## src/rtl/apb_slave_mem.sv

```systemverilog
// apb_slave_mem: APB slave fronting a byte-wide storage array.
// Transfers go IDLE -> (WAIT) -> READY. Address, direction and write data are
// captured at the setup edge. Reads load prdata on the edge entering READY.
// Writes commit only at the completing edge.
// Optional build macro APB_SLV_PSLVERR_EN: addresses >= MEM_DEPTH answer with
// pslverr=1, suppress the write and return 8'h00 on reads. Without the macro,
// pslverr is tied low and the address wraps modulo MEM_DEPTH.
module apb_slave_mem #(
    parameter int MEM_DEPTH   = 64,
    parameter int WAIT_CYCLES = 1
) (
    input  logic       pclk,
    input  logic       preset,
    input  logic       psel,
    input  logic       penable,
    input  logic       pwrite,
    input  logic [7:0] paddr,
    input  logic [7:0] pwdata,
    output logic [7:0] prdata,
    output logic       pready,
    output logic       pslverr,
    output logic       prot_err
);

    localparam int         AW      = $clog2(MEM_DEPTH);
    localparam logic [3:0] LP_WAIT = 4'(WAIT_CYCLES);

    typedef enum logic [1:0] {
        IDLE  = 2'd0,
        WAIT  = 2'd1,
        READY = 2'd2
    } state_t;

    state_t        r_state;
    state_t        w_next_state;
    logic [3:0]    r_cnt;
    logic [AW-1:0] r_addr;
    logic          r_write;
    logic [7:0]    r_wdata;
    logic [7:0]    r_prdata;
    logic          r_prot_err;
    logic [7:0]    r_mem [MEM_DEPTH];

    logic          w_setup;
    logic          w_complete;
    logic          w_violation;
    logic          w_dec;
    logic          w_enter_ready;
    logic [AW-1:0] w_rd_idx;
    logic          w_rd_write;
    logic          w_rd_err;
    logic          w_wr_commit;
    logic          w_unused_addr;

    // Address bits above the index only matter for the range check.
    assign w_unused_addr = ^(paddr >> AW);

    // State register; reset forces IDLE and drops any transfer in flight.
    always_ff @(posedge pclk) begin
        if (preset) begin
            r_state <= IDLE;
        end else begin
            r_state <= w_next_state;
        end
    end

    // Next-state decode plus the setup / completion / violation strobes.
    always_comb begin
        w_next_state = r_state;
        w_setup      = 1'b0;
        w_complete   = 1'b0;
        w_violation  = 1'b0;
        w_dec        = 1'b0;
        case (r_state)
            IDLE: begin
                if (psel && !penable) begin
                    w_setup = 1'b1;
                end else if (psel && penable) begin
                    // access phase with no setup: ignore it, flag it
                    w_violation = 1'b1;
                end
            end
            WAIT: begin
                if (!psel) begin
                    w_next_state = IDLE;
                    w_violation  = 1'b1;
                end else if (!penable) begin
                    // master restarted: the old transfer is dropped
                    w_setup     = 1'b1;
                    w_violation = 1'b1;
                end else begin
                    w_dec = 1'b1;
                    // <= covers a zero count so the FSM can never stick here
                    if (r_cnt <= 4'd1) begin
                        w_next_state = READY;
                    end
                end
            end
            READY: begin
                if (!psel) begin
                    w_next_state = IDLE;
                    w_violation  = 1'b1;
                end else if (!penable) begin
                    w_setup     = 1'b1;
                    w_violation = 1'b1;
                end else begin
                    w_complete   = 1'b1;
                    w_next_state = IDLE;
                end
            end
            default: begin
                w_next_state = IDLE;
            end
        endcase
        if (w_setup) begin
            w_next_state = (LP_WAIT == 4'd0) ? READY : WAIT;
        end
    end

    // READY never holds itself without a fresh setup, so arriving there is a
    // plain state compare.
    assign w_enter_ready = (w_next_state == READY);

    // With zero wait cycles READY follows the setup edge directly, so the read
    // has to use the live bus instead of the captured copy.
    assign w_rd_idx   = w_setup ? paddr[AW-1:0] : r_addr;
    assign w_rd_write = w_setup ? pwrite : r_write;

`ifdef APB_SLV_PSLVERR_EN
    logic [8:0] w_depth;
    logic       w_addr_oor;
    logic       r_err;

    assign w_depth    = 9'(MEM_DEPTH);
    assign w_addr_oor = ({1'b0, paddr} >= w_depth);
    assign w_rd_err   = w_setup ? w_addr_oor : r_err;

    // Range-error flag captured with the address at setup.
    always_ff @(posedge pclk) begin
        if (preset) begin
            r_err <= 1'b0;
        end else if (w_setup) begin
            r_err <= w_addr_oor;
        end
    end

    assign pslverr = (r_state == READY) && r_err;
`else
    assign w_rd_err = 1'b0;
    assign pslverr  = 1'b0;
`endif

    // A write lands only on the completing edge of an in-range transfer.
    assign w_wr_commit = w_complete && r_write && !w_rd_err;

    // Wait counter: loaded at setup, counts down through WAIT.
    always_ff @(posedge pclk) begin
        if (preset) begin
            r_cnt <= 4'd0;
        end else if (w_setup) begin
            r_cnt <= LP_WAIT;
        end else if (w_dec) begin
            r_cnt <= r_cnt - 4'd1;
        end
    end

    // Setup capture; later changes on the bus are ignored until the next setup.
    always_ff @(posedge pclk) begin
        if (w_setup) begin
            r_addr  <= paddr[AW-1:0];
            r_write <= pwrite;
            r_wdata <= pwdata;
        end
    end

    // Read data register: updated only when a read arrives in READY.
    always_ff @(posedge pclk) begin
        if (preset) begin
            r_prdata <= 8'h00;
        end else if (w_enter_ready && !w_rd_write) begin
            r_prdata <= w_rd_err ? 8'h00 : r_mem[w_rd_idx];
        end
    end

    // Storage array: reset clears every location.
    always_ff @(posedge pclk) begin
        if (preset) begin
            for (int i = 0; i < MEM_DEPTH; i++) begin
                r_mem[i] <= 8'h00;
            end
        end else if (w_wr_commit) begin
            r_mem[r_addr] <= r_wdata;
        end
    end

    // Protocol-violation pulse, one cycle after the offending edge.
    always_ff @(posedge pclk) begin
        if (preset) begin
            r_prot_err <= 1'b0;
        end else begin
            r_prot_err <= w_violation;
        end
    end

    assign pready   = (r_state == READY);
    assign prdata   = r_prdata;
    assign prot_err = r_prot_err;

endmodule
```

## config.mk

```make
export PLATFORM = sky130hd
export DESIGN_NAME = apb_slave_mem
export DESIGN_NICKNAME = d
export VERILOG_FILES = /design/src/rtl/apb_slave_mem.sv
export SDC_FILE = /design/constraint.sdc
export NUM_CORES = 1
export LEC_CHECK = 0
export BUFFER_PORTS_ARGS = -buffer_cell sky130_fd_sc_hd__buf_2
export CAP_MARGIN = 15
export CORE_UTILIZATION = 67
export CTS_CLUSTER_SIZE = 30
export DETAILED_ROUTE_END_ITERATION = 7
export PLACE_DENSITY = 0.84
export SLEW_MARGIN = 0
export SYNTH_ARGS = -nofsm -noshare
export SYNTH_HDL_FRONTEND = slang
export SYNTH_SLANG_ARGS = --single-unit
```

## constraint.sdc

```tcl
create_clock -name pclk -period 5.8 [get_ports pclk]
set_input_delay 0.87 -clock pclk [delete_from_list [all_inputs] [get_ports pclk]]
set_output_delay 0.87 -clock pclk [all_outputs]
set_load 0.01 [all_outputs]
```

==> results_dict.tcl, run 1 <==
set metrics [dict create \
    vias 16031 \
    cts.sinks 542 \
    cpMaxStageDelayCell "mux2i_4" \
    synth-seq-area-share_pct 62.4 \
    rows 71 \
    gr-total-overflow 0 \
    syn-num-nets 1988 \
    fin_skew_ns 0.0208 \
    slew_viol_final 0 \
    synth_top_cells_by_count "520 x edfxtp_1, 518 x and2_1, 132 x nand2_1" \
    cts_tree "done" \
    drive_gt1_share_pct 13.7 \
    cp.arrival_ns 5.01 \
    hp-class "in -> reg" \
    ioPinCount 32 \
    startpoint_type "register" \
    synth_cells 1961 \
    yosys.area.top_type "edfxtp_1" \
    crit_family "simple AND/OR/NAND/NOR gates" \
    final_hold_viol_count 0 \
    first_iter_violations 1748 \
    drc 0 \
    finalNonFillerCells 2490 \
    firstDrtPassIters 6 \
    cts_hold_buffers 0 \
    wl_per_cell_um 25.1 \
    async_flop_share_pct 0 \
    tightest_slew_ns 1.07 \
    grt_max_degree 73 \
    post_cts_buffers 0 \
    p_leak_uw 0.0103 \
    crit_fanout 17 \
    htree_levels 2 \
    cts_root_buf "clkbuf_16" \
    fp.dieW_um 198 \
    area_growth_pct 7.62 \
    grt_pass1_vias 15667 \
    status "complete, no violations" \
    design.core.area_sq_um 37800 \
    fmax_ghz 0.224 \
    grt_pass1_wl_um 93500 \
    cts.path.max_buffers 3 \
    rsz0062_at_grt "false" \
    synth_edf_count 520 \
    tns_ns 0 \
    die_area_sq_um 39200 \
    io_buffers 28 \
    hpwlAfterDp_um 40200 \
    cts_resized 0 \
    postLayoutCoreUtil_pct 73.4 \
    post-synth-top-count-cell "edfxtp_1" \
    critPathCaptureType "register" \
    synthTopCellsByArea "edfxtp_1 61%, and2_1 13%, mux2i_1 4.3%" \
    syn_area_per_cell_sq_um 13.1 \
    synth_warnings 0 \
    cp_data_required_time_ns 6.34 \
    synth_cell_types 71 \
    grt_use_total_pct 32.8 \
    layout_min_cycle_time_ns 4.47 \
    powerDensity_nw_per_um2 324 \
    grt_antenna_before_repair 2 \
    fin_nets 1962 \
    numCtsBuffers 52 \
    dp.cells 2392 \
    gp_congestion 0.987 \
    syn_area_sq_um 25700 \
    critPathMaxStageDelay_ns 0.65 \
    drt_wl_total_um 62600 \
    via_per_inst 6.44 \
    path_cells "inv_1 > ha_1 > or2_1 > nand3_4 > mux2i_4 > clkinv_1 > buf_4 > nor3_2 > a22oi_1 > o221ai_1 > o21ai_1 > nand4_1" \
    vdd_drop_max_mv 0.272 \
    finalCritPeriodShare_pct 77.1 \
    worst-setup-path-type "reg -> reg" \
    chipHeight_um 198 \
    maxCapViolCount 0 \
    synth_top_area_share_pct 60.7 \
    start_util_pct 68.2 \
    synth_flop_cell "edfxtp_1" \
    worst-path-buf-inv 3 \
    clk_latency_ns 0.60 \
    relSlewSlack_pct 28.2 \
    cts.clk_slew.worst_paths_ns 0.07 \
    synth-seq-cells 542 \
    setup_viol 0 \
    ant_nets 0 \
]
cells in the final DEF, fill, tap and decap left out, types with 12 or more instances in the layout:
cell type  instances
a211oi_1          20
nand2_1          132
and3_1            36
o21ai_0           13
a311oi_1          17
nand4_1           12
clkbuf_16         53
clkbuf_1          12
buf_2             28
inv_1             13
a221o_1           13
edfxtp_1         520
nor2_1            83
a31oi_1           14
mux2i_1          110
mux2_2            19
buf_4             26
mux4_2            42
and2_1           518
dfxtp_1           22
or2_2             65
clkinv_1          15
a22o_1            14
cells by family (layout without fill, tap and decap cells):
kind of cell	count (synthesis)	in the layout	share of synthesized area (%)
adder cells (fa/ha/maj)	6	6	0.292
flip-flops	542	542	62.4
multiplexers	173	173	8.92
buffers and inverters	155	172	2.79
AO/OA/AOI/OAI	191	191	5.88
AND/OR/NAND/NOR	890	890	19.6
XOR/XNOR	3	3	0.102
other	1	2	0.0146
stage by stage:
| step | hold slack (ns) | instance area [sq um] | total power [uW] | setup slack (ns) |
|---|---|---|---|---|
| after floorplan | 0.476 | 25700 | 5430 | 2.71 |
| after detailed placement | 0.500 | 26100 | 5790 | 1.18 |
| after global routing | 0.448 | 27700 | 9200 | 1.14 |
| after CTS | 0.435 | 27700 | 8960 | 1.44 |
| final | 0.456 | 27700 | 8990 | 1.33 |
| after global placement | 0.491 | 26100 | 5760 | 1.29 |
state kept, by name, indices dropped and copies added, names as in the netlist:
signal,cells
prdata,8
r_addr,6
r_cnt,4
r_mem,512
r_write,1
r_state,2
r_wdata,8
prot_err,1
metal layers:
| layer | part of all wire (%) | global-route usage [%] | vias up |
|---|---|---|---|
| met4 | 4.0 | 13.9 | 0 |
| met5 | 0 | 0 | - |
| met1 | 38 | 44.7 | 7843 |
| li1 | - | - | 7066 |
| met2 | 48 | 52.4 | 953 |
| met3 | 11 | 5.84 | 169 |
final cells by class:
class                   instances  area (sq um)
inverters                      20          77.6
clock inverters                30           198
clock buffers                  67          1400
well taps                     511           639
diodes                          1          2.50
multi-input cells            1264          8970
fillers                      2366         10100
repair buffers                 55           355
flip-flops and latches        542         16100
path summary, 6_finish.rpt:
| check | start | endpoint | slack [ns] | cells past startpoint |
|---|---|---|---|---|
| worst max register to register | r_state[0] | prdata[7] | 1.33 | 12 |
| worst min register to register | r_write | r_write | 0.51 | 1 |
| worst max-delay path | r_state[0] | prdata[7] | 1.33 | 12 |
| worst min-delay path | pwdata[5] | r_wdata[5] | 0.46 | 1 |
power breakdown:
part,internal [uW],switching (uW),total (uW)
Sequential,4410,72.6,4480
Combinational,443,821,1260
Clock,1790,1450,3240
Total,6640,2340,8990
Note: power is estimated with default switching activity, not from simulation.
==> run 2: changes to the inputs <==
--- a/config.mk
+++ b/config.mk
@@ -7,10 +7,10 @@
 export LEC_CHECK = 0
 export BUFFER_PORTS_ARGS = -buffer_cell sky130_fd_sc_hd__buf_2
 export CAP_MARGIN = 15
-export CORE_UTILIZATION = 67
+export CORE_UTILIZATION = 57
 export CTS_CLUSTER_SIZE = 30
 export DETAILED_ROUTE_END_ITERATION = 7
-export PLACE_DENSITY = 0.84
+export PLACE_DENSITY = 0.76
 export SLEW_MARGIN = 0
 export SYNTH_ARGS = -nofsm -noshare
 export SYNTH_HDL_FRONTEND = slang
==> constraint.sdc (replaced) <==
create_clock -name pclk -period 3.6 [get_ports pclk]
set_input_delay 0.54 -clock pclk [delete_from_list [all_inputs] [get_ports pclk]]
set_output_delay 0.54 -clock pclk [all_outputs]
set_load 0.01 [all_outputs]
==> results_dict.tcl, run 2 (same netlist as run 1, synthesis figures left out) <==
set metrics [dict create \
    status "complete, no violations" \
    final_cell_mix "520 x edfxtp_1, 518 x and2_1, 132 x nand2_1" \
    min_to "r_wdata[2]" \
    ioPinCount 32 \
    start_util_pct 58.0 \
    grt_max_degree 73 \
    chipHeight_um 214 \
    rows 77 \
    setup_viol 0 \
    ff2ff_path_depth 13 \
    die_area_sq_um 46000 \
    largest_reg_flops 512 \
    grt_use_total_pct 27.8 \
    clk_latency_ns 0.61 \
    worst-setup-path-type "reg -> reg" \
    hpwlAfterDp_um 41200 \
    r2r-end "prdata[3]" \
    crit_fanout 44 \
    design.core.area_sq_um 44400 \
    power_uw 14900 \
    grt_pass1_wl_um 95900 \
    p_leak_uw 0.0107 \
    tightest_slew_ns 0.942 \
    hp-class "in -> reg" \
    final_area_sq_um 28600 \
    io_buffers 28 \
    tns_ns 0 \
    path_cells "inv_1 > ha_1 > nor2_2 > buf_4 > o31ai_4 > and2_1 > inv_4 > buf_12 > mux2i_1 > a221o_1 > a311oi_1 > o21ai_0 > nand4_1" \
    cts.clk_slew.worst_paths_ns 0.06 \
    fp.dieW_um 214 \
    cts_resized 0 \
    htree_levels 2 \
    drt_wl_total_um 63400 \
    cts.sinks 542 \
    hold_path_depth 1 \
    first_iter_violations 1897 \
    relSlewSlack_pct 37.2 \
    power_frac_clock_pct 36.8 \
    slew_viol_final 0 \
    cts_hold_buffers 0 \
    area_growth_pct 11.0 \
    drc 0 \
    critPathLaunch "r_state[0]" \
    sw_frac_of_total_pct 25.6 \
    intPower_uw 11100 \
    critPathMaxStageDelay_ns 0.52 \
    drive_gt1_share_pct 17.3 \
    gp_congestion 0.951 \
    seqPwrFrac_pct 48.6 \
    worst-path-buf-inv 4 \
    powerDensity_nw_per_um2 520 \
    crit_family "compound AO/OA/AOI/OAI gates" \
    r2r_slack_ns 0.04 \
    gr-total-overflow 0 \
    cp.arrival_ns 4.11 \
    registers.top_by_ff_count "r_mem" \
    numCtsBuffers 54 \
    cts_tree "done" \
    vdd_drop_max_mv 0.390 \
    min_from "pwdata[2]" \
    maxCapViolCount 0 \
    vias 16176 \
    fmax_ghz 0.281 \
    layout_commonest_cell "edfxtp_1" \
    grt_antenna_before_repair 1 \
    final_hold_viol_count 0 \
    cp_data_required_time_ns 4.15 \
    via_per_inst 6.12 \
    fillers 3205 \
    comb_power_share_pct 14.6 \
    rr_startpoint "r_state[0]" \
    power.switching_uw 3800 \
    cts.path.max_buffers 3 \
    finalCritPeriodShare_pct 98.9 \
    firstDrtPassIters 7 \
    cts_root_buf "clkbuf_16" \
    grt_pass1_vias 16068 \
    wl_per_cell_um 24.0 \
    ant_nets 0 \
    critPathCaptureType "register" \
    post_cts_buffers 0 \
    cpMaxStageDelayCell "a311oi_1" \
    startpoint_type "register" \
    rsz0062_at_grt "false" \
    fin_nets 2040 \
    fin_skew_ns 0.0162 \
    layout_min_cycle_time_ns 3.56 \
    placedInstanceArea_sq_um 26800 \
]
## run 2: changes by cell type in the layout (fill, tap and decap cells not counted), moves of 2 or more
cell,before,now
buf_4,26,93
buf_12,1,7
clkinv_2,11,7
o21ai_1,6,2
o21ai_2,0,4
buf_6,0,3
bufinv_16,2,5
clkbuf_16,53,55
clkbuf_8,2,0
clkinv_1,15,13
clkinvlp_4,1,3
nor2_1,83,81
nor2_2,1,3
## run 2: metrics by stage
stage | utilization [%] | std cells | setup WS [ns] | hold WS [ns]
finish | 64.3 | 2644 | 0.0386 | 0.109
global route | 64.3 | 2643 | 0.00401 | 0.0839
CTS | 64.2 | 2643 | 0.0790 | 0.0799
detailed placement | 60.4 | 2549 | 0.0939 | 0.500
global placement | 60.4 | 2549 | 0.154 | 0.500
floorplan | - | 1961 | 0.641 | 0.476
## run 2: how the worst max path moves through the flow
| stage | cells after the start | to |
|---|---|---|
| 5_1_grt | 13 | prdata[3] |
| 3_3_place_gp | 10 | prdata[4] |
| 3_5_place_dp | 11 | prdata[4] |
| 6_report | 13 | prdata[3] |
| 2_1_floorplan | 13 | prdata[2] |
| 4_1_cts | 11 | prdata[4] |
## run 2: routing by layer
metal | vias up | GRT usage, % | wire [um]
met5 | - | 0 | 0
met4 | 0 | 11.4 | 2650
met3 | 166 | 5.48 | 5790
met2 | 818 | 44.3 | 29500
met1 | 7968 | 37.8 | 25500
li1 | 7224 | - | -
## run 2: layout make-up
cell class | instances | area (sq um) | share of cell area [%]
Clock buffer | 66 | 1420 | 4.96
Multi-Input combinational cell | 1264 | 9000 | 31.5
Sequential cell | 542 | 16100 | 56.2
Inverter | 20 | 80.1 | 0.280
Antenna cell | 1 | 2.50 | 0.00876
Tap cell | 592 | 741 | 2.59
Clock inverter | 28 | 267 | 0.933
Timing Repair Buffer | 131 | 1010 | 3.54
## run 2: worst register-to-register path, stage by stage (launching register included)
cell	delay (ns)
dfxtp_1	0.39
inv_1	0.10
ha_1	0.36
nor2_2	0.30
buf_4	0.21
o31ai_4	0.06
and2_1	0.22
inv_4	0.17
buf_12	0.26
mux2i_1	0.14
a221o_1	0.45
a311oi_1	0.52
o21ai_0	0.22
nand4_1	0.12
## run 2: power groups by stage
stage / clock [uW] / combinational (uW) / sequential, uW
5_1_grt: 5750 / 2280 / 7230
2_1_floorplan: 0 / 1460 / 7290
6_report: 5470 / 2170 / 7220
3_3_place_gp: 0 / 2070 / 7340
3_5_place_dp: 0 / 2110 / 7340
4_1_cts: 5510 / 2120 / 7210
